==> config.mk <==
export PLATFORM = sky130hd
export DESIGN_NAME = dequant12sx8u
export DESIGN_NICKNAME = d
export VERILOG_FILES = /design/src/rtl/dequant12sx8u.sv
export SDC_FILE = /design/constraint.sdc
export NUM_CORES = 1
export LEC_CHECK = 0
export BUFFER_PORTS_ARGS = -buffer_cell sky130_fd_sc_hd__buf_2
export CORE_MARGIN = 5
export CORE_UTILIZATION = 33
export DETAILED_ROUTE_END_ITERATION = 8
export PLACE_DENSITY_LB_ADDON = 0.1
export SLEW_MARGIN = 0
export SYNTH_ARGS = -nofsm -noshare
export SYNTH_HDL_FRONTEND = slang
export SYNTH_SLANG_ARGS = --single-unit
export TNS_END_PERCENT = 30
==> constraint.sdc <==
create_clock -name clk -period 3.1 [get_ports clk]
set_clock_uncertainty 0.2 [all_clocks]
set_input_delay 0.155 -clock clk [delete_from_list [all_inputs] [get_ports clk]]
set_output_delay 0.155 -clock clk [all_outputs]
set_load 0.05 [all_outputs]
==> src/rtl/dequant12sx8u.sv <==
// Iterative shift-add dequantizer: 9-bit signed coefficient x 8-bit unsigned step -> 12-bit signed.
// Optional output clamp to [-2048, 2047] when DEQUANT_SAT_EN is defined; otherwise the result wraps.
module dequant12sx8u (
  input  logic        clk,
  input  logic        rst,
  input  logic        in_valid,
  output logic        in_ready,
  input  logic [8:0]  in_q,
  input  logic [7:0]  in_step,
  input  logic [5:0]  in_idx,
  output logic        out_valid,
  input  logic        out_ready,
  output logic [11:0] out_coef,
  output logic [5:0]  out_idx,
  output logic [1:0]  dbg_state
);

  // Handshake rules: a beat moves on any rising edge where valid and ready are
  // both high; valid, once raised, holds with stable data until that edge.
  typedef enum logic [1:0] {IDLE = 2'd0, MULT = 2'd1, FIX = 2'd2, DONE = 2'd3} state_t;

  state_t       state_q, state_d;
  logic         sign_q, sign_d;
  logic [8:0]   mag_q, mag_d;
  logic [7:0]   step_q, step_d;
  logic [5:0]   idx_q, idx_d;
  logic [16:0]  acc_q, acc_d;
  logic [2:0]   cnt_q, cnt_d;
  logic         out_valid_q, out_valid_d;
  logic [11:0]  out_coef_q, out_coef_d;
  logic [5:0]   out_idx_q, out_idx_d;

  logic [16:0]        addend;
  logic signed [17:0] prod;
  logic [11:0]        fix_coef;

  assign addend = {8'd0, mag_q} << cnt_q;
  assign prod   = sign_q ? $signed(18'd0 - {1'b0, acc_q}) : $signed({1'b0, acc_q});

`ifdef DEQUANT_SAT_EN
  always_comb begin
    fix_coef = prod[11:0];
    if (prod > 18'sd2047)
      fix_coef = 12'h7FF;
    else if (prod < -18'sd2048)
      fix_coef = 12'h800;
  end
`else
  assign fix_coef = prod[11:0];
`endif

  always_comb begin
    state_d     = state_q;
    sign_d      = sign_q;
    mag_d       = mag_q;
    step_d      = step_q;
    idx_d       = idx_q;
    acc_d       = acc_q;
    cnt_d       = cnt_q;
    out_valid_d = out_valid_q;
    out_coef_d  = out_coef_q;
    out_idx_d   = out_idx_q;
    case (state_q)
      IDLE: begin
        if (in_valid) begin
          sign_d  = in_q[8];
          // Two's-complement negate in 9 bits maps -256 onto unsigned 256.
          mag_d   = in_q[8] ? (9'd0 - in_q) : in_q;
          step_d  = in_step;
          idx_d   = in_idx;
          acc_d   = 17'd0;
          cnt_d   = 3'd0;
          state_d = ((in_q == 9'd0) || (in_step == 8'd0)) ? FIX : MULT;
        end
      end
      MULT: begin
        if (step_q[cnt_q])
          acc_d = acc_q + addend;
        cnt_d = cnt_q + 3'd1;
        if (cnt_q == 3'd7)
          state_d = FIX;
      end
      FIX: begin
        out_coef_d  = fix_coef;
        out_idx_d   = idx_q;
        out_valid_d = 1'b1;
        state_d     = DONE;
      end
      DONE: begin
        if (out_ready) begin
          out_valid_d = 1'b0;
          state_d     = IDLE;
        end
      end
      default: state_d = IDLE;
    endcase
  end

  always_ff @(posedge clk) begin
    if (rst) begin
      state_q     <= IDLE;
      sign_q      <= 1'b0;
      mag_q       <= 9'd0;
      step_q      <= 8'd0;
      idx_q       <= 6'd0;
      acc_q       <= 17'd0;
      cnt_q       <= 3'd0;
      out_valid_q <= 1'b0;
      out_coef_q  <= 12'h000;
      out_idx_q   <= 6'h00;
    end else begin
      state_q     <= state_d;
      sign_q      <= sign_d;
      mag_q       <= mag_d;
      step_q      <= step_d;
      idx_q       <= idx_d;
      acc_q       <= acc_d;
      cnt_q       <= cnt_d;
      out_valid_q <= out_valid_d;
      out_coef_q  <= out_coef_d;
      out_idx_q   <= out_idx_d;
    end
  end

  // in_ready is gated by rst so it reads low throughout the reset cycle.
  assign in_ready  = (state_q == IDLE) && !rst;
  assign out_valid = out_valid_q;
  assign out_coef  = out_coef_q;
  assign out_idx   = out_idx_q;
  assign dbg_state = state_q;

endmodule

Word-level counts from Yosys, hierarchy flattened
Cells that the tools add are included.

Add/sub/neg operators: 4. $lt $le $gt $ge: 1. Equal/unequal tests: 8. Shift-type cells: 1. Muxes and demuxes: 16. Reduce and logical (&&, ||, !) cells: 13.

Operators with widths (count): two-way mux 17 bit (2); case mux 17 bit (2 select lines) (1); adder 17 bit (1); << shifter 9 x 3 -> 17 bit (1); two-way mux 12 bit (1); subtractor 1 x 12 -> 12 bit (first input constant) (1); logical NOT 9 bit (1); two-way mux 9 bit (1); subtractor 1 x 9 -> 9 bit (first input constant) (1); logical NOT 8 bit (1); two-way mux 2 bit (4); inequality test 2 bit (second input constant) (4); case mux 2 bit (4 select lines) (1); case mux 3 bit (2 select lines) (1); AND reduction 2 bit (3); AND reduction 3 bit (2); == test 2 bit (second input constant) (2); less-than comparator 3 x 4 -> 1 bit (second input constant) (1); nonzero test 2 bit (2); adder 3 x 1 -> 3 bit (second input constant) (1); binary-select mux 1 bit (select 3 bit) (1); == test 3 bit (second input constant) (1); two-way mux 3 bit (1); == test 2 x 1 -> 1 bit (second input constant) (1); other kinds (6) (7).

Register bits: 65. Input bits: 27. Output and inout port bits: 22. Logic and storage cells: 53.

Depth between registers and ports, before layout
Word-level depth: 5. Gate-level depth with buffers: 14. Depth with buffers taken out: 12.

Worst setup path after synthesis
OpenSTA, ideal clock, no wires.

Path type: reg2reg. Start: register cnt_q[1]. End: register acc_q[11]. Setup time: 117 ps. Data arrival time: 2947 ps. Data required time: 2783 ps. Path slack: -164 ps. Cell stages (with the launch flop): 14. Path buffers: 2. Clock period less this slack: 3264 ps. Cells stage by stage: dfxtp_1 -> clkbuf_1 -> clkbuf_1 -> mux2i_1 -> nor2_1 -> a31oi_1 -> nor2_1 -> ha_1 -> o211ai_1 -> o21ai_0 -> a2111oi_0 -> nor3_1 -> xnor2_1 -> a22o_1.

Word-level cells in the longest chain between the ends: 4. Elaborated cells on any way between the ends: 8. Those cells by class: add/sub: 1; eq/ne: 1; shift: 1; mux: 4; reduce/logical: 1.

Ends and longest elaborated chain: start: declaration (line 28) `logic [2:0] cnt_q, cnt_d;`; start signal: assignment (line 118) `cnt_q <= cnt_d;`; << shifter 9 x 3 -> 17 bit or binary-select mux 1 bit (select 3 bit) (tied branches) (line 37, 77); adder 17 bit or two-way mux 1 bit (tied branches) (line 78, 77); two-way mux 17 bit or inequality test 2 bit (tied branches); case mux 17 bit (2 select lines) or AND reduction 3 bit (tied branches); end signal: assignment (line 106) `acc_q <= 17'd0;`; end signal: assignment (line 117) `acc_q <= acc_d;`; end: declaration (line 27) `logic [16:0] acc_q, acc_d;`.

Parallel ways exist; a longest one is shown, timed or not. The select of a mux whose other input is x is not followed. A chain may end at the register's enable or synchronous reset.

Final worst setup path
Start: register cnt_q[1]. End: register acc_q[8].

The elaborated chain is that of the path after synthesis.

==> summary.md <==
| Metric | Value |
|---|---|
| Initial antenna violation count | 0 |
| RSZ-0062 raised after global routing | false |
| Ys flop type | dfxtp_1 |
| Syn_nets | ~460 |
| Max incr delay on CP | roughly 0.41 ns |
| Top cells by area, synth | dfxtp_1 35%, ha_1 7.0%, mux2i_1 6.7% |
| Vias in the first global route | 2981 |
| Total number of vias | slightly above 3000 |
| Clk sinks | 60 |
| Synth top area share | 0.352 |
| Clock Path Buffers | 2 |
| Post-synthesis cell count | approximately 410 |
| Die Area | roughly 12000 um^2 |
| Area grow syn2layout | 26.7% |
| Placed instance count | ~590 |
| Lkg Pwr | approximately 0.0018 uW |
| Design area | between 4000 and 5000 um^2 |
| Area after DPL | 3890 um^2 |
| CP Class | reg2reg |
| Global-route wire length before repair | about 14 mm |
| Achievable frequency | about 0.34 GHz |
| Fraction of registers with async set/reset | 0 |
| Cell Int Power | about 1700 uW |
| Worst VDD drop | 357 uV |
| Num CTS Buffers | 9 |
| GRT Overall Usage | 0.140 |
| Max Slew Vio Count | 0 |
| TritonRoute pass-1 iters | 4 |
| CP max stage cell | fa_1 |
| Reg-to-reg slack, setup | between 0.15 and 0.2 ns |
| Crit path from | cnt_q[1] |
| Final hold vios | 0 |
| Worst Hold Class | in2reg |
| Area of the multi-input gates | between 2000 and 2500 um^2 |
| Die height | around 110 um |
| Period minus WS final | ~2.9 ns |
| Total chip power | around 2800 uW |
| Worst R2R Start | cnt_q[1] |
| Crit path required time | around 3.1 ns |
| Starting DRC count in detailed routing | 92 |
| Comb pwr share | 0.405 |
| Pwr/cell area | between 600 and 700 nW/um^2 |
| Critical-path cell list | buf_4 > nor3_1 > ha_1 > inv_1 > fa_1 > nor2b_1 > o31ai_1 > a21bo_2 > a21oi_1 > xor2_1 > a22o_1 |
| Synth Cell Area | 3410 um^2 |
| Post-Route Setup TNS | 0 ns |
| Crit Path Max Fanout | 8 |
| Site Rows | 37 |
| Die Wd | between 100 and 150 um |
| Max-Cap Viols | 0 |
| Clock power share | 0.246 |
| HP Start | in_q[5] |
| Most frequent cells in the layout | 58 x dfxtp_1, 56 x nand2_1, 48 x buf_2 |
| Arrival @ worst endpoint | around 3 ns |
| Remaining DRCs | 0 |
| Switching part of the total | 0.399 |
| Total grt overflow | 0 |
| Root buffer cell | clkbuf_8 |
| Clock Latency Late Sink | 0.34 ns |
| H-tree level count | 3 |
| Share of layout cells above drive strength 1 | 0.209 |
| DR WL/cell | ~14 um |
| Least-Margin Pin Slew | roughly 0.8 ns |
| Finished Layout Cells | 630 |
| Crit path capture type | register |
| Largest net degree at the start of global routing | 27 |
| Sequential fraction of the synthesis area | 0.352 |
| Switch Pwr | between 1000 and 1500 uW |
| Cell variety after synth | 49 |
| Final Routed Wirelength | between 8 and 9 mm |
| Tcrit/Tclk final | 0.945 |
| Power share of the sequential group | 0.349 |
| I/O pin count | 49 |
| Yosys warns | 0 |
| Core box area | 10200 um^2 |
| Diodes inserted | 0 |
| Run status | finished, final reports clean |
| Commonest non-fill, non-tap cell in the layout | dfxtp_1 |
| Seq cells post-synth | 60 |
| Seq. cell area | about 1200 um^2 |
| CTS tree | done |
| Antenna viol nets, final | 0 |
| Initial Utilization | 0.335 |
| RD Place Congestion | between 0.8 and 0.9 |
| # fillers | about 1100 |
| Slew headroom | 0.462 |
| Port bufs | 48 |
| Fin nets | around 540 |
| # Post-CTS Setup Buffers | 0 |
| Fin util | 0.425 |
| Area leader, netlist | dfxtp_1 |
| Vias/cell | just under 5 |
| Critical Path Start Type | register |
| Finish-stage setup viols | 0 |
| Syn Area/Cell | around 8.3 um^2 |
| Clock transition at the registers of the reported paths | roughly 0.070 ns |
| Post-synth EDFFs | 0 |
| Post-DP HPWL | roughly 6.6 mm |
==> Yosys cell counts, drive strengths merged (3+ instances only) <==
master,count
nor2b,6
mux4,3
buf,8
a21oi,38
o41ai,3
or2,3
ha,19
dfxtp,60
or3,3
mux2,3
o31ai,5
nand2,56
xor2,15
nand3,3
nor2,44
and3,3
xnor2,9
o21ai,16
clkbuf,14
mux2i,23
a22o,4
a211oi,17
nor3,7
a22oi,6
inv,14
==> area by class of cell <==
class,count,share of cell area
multi-input cells,313,0.482
well taps,136,0.0394
inverters,14,0.0122
clock inverters,7,0.0156
flip-flops and latches,60,0.279
repair buffers,91,0.143
clock buffers,9,0.0286
==> metrics by stage <==
stage               setup WS (ns)  hold slack (ns)
floorplan                  0.0702           0.0910
detailed placement        -0.0559            0.208
CTS                        0.0216           0.0126
global route               0.0140           0.0480
global placement           -0.111            0.202
finish                      0.169           0.0229
==> power groups by stage <==
| stage | Clock, uW | Sequential (uW) | Combinational [uW] |
|---|---|---|---|
| after detailed placement | 0 | 995 | 1110 |
| after global routing | 750 | 997 | 1250 |
| after CTS | 713 | 978 | 1140 |
| after global placement | 0 | 992 | 1110 |
| after floorplan | 0 | 1110 | 685 |
| final | 689 | 978 | 1130 |
==> repair_timing <==
action / in CTS / in global routing
gates resized for setup: 2 / 7
setup endpoints to repair: 1 / 1
endpoints found under the hold margin: 22 / 0
hold buffers: 22 / 0
cloned: 0 / 0
pin swaps: 0 / 1
==> registers in the layout (all words and copies together), names as in the netlist <==
name,cells
mag_q,9
idx_q,6
out_valid,1
step_q,8
out_idx,6
dbg_state,2
sign_q,1
acc_q,12
cnt_q,3
out_coef,12
==> critical path, delay by kind of cell (launching register included) <==
kind                     cells  cell delay [ns]
AO/OA/AOI/OAI                4             0.78
XOR/XNOR                     1             0.12
adder cells (fa/ha/maj)      2             0.70
buffers and inverters        2             0.22
flip-flops                   1             0.38
AND/OR/NAND/NOR              2             0.44
==> cell families (layout without fill, tap and decap cells) <==
group | count (synthesis) | in the layout | synth area share
AOI/OAI and AO/OA | 104 | 104 | 0.194
xor gates and xnor gates | 24 | 24 | 0.0616
adders and majority gates | 20 | 20 | 0.0755
buffers and inverters | 36 | 121 | 0.0414
DFF | 60 | 60 | 0.352
muxes | 29 | 29 | 0.0971
and+or+nand+nor | 136 | 136 | 0.179
==> path summary, 6_finish.rpt <==
check | end | depth (start not counted)
min | mag_q[5] | 4
max | acc_q[8] | 11
min reg2reg | idx_q[1] | 2
max reg2reg | acc_q[8] | 11
==> routing by layer <==
| layer | GRT usage | routed length (um) |
|---|---|---|
| met1 | 0.177 | 4150 |
| met2 | 0.235 | 4130 |
| met3 | 0.0386 | 322 |
| met4 | 0.0397 | 80 |
| met5 | 0 | 0 |
(Power assumes the default switching activity.)
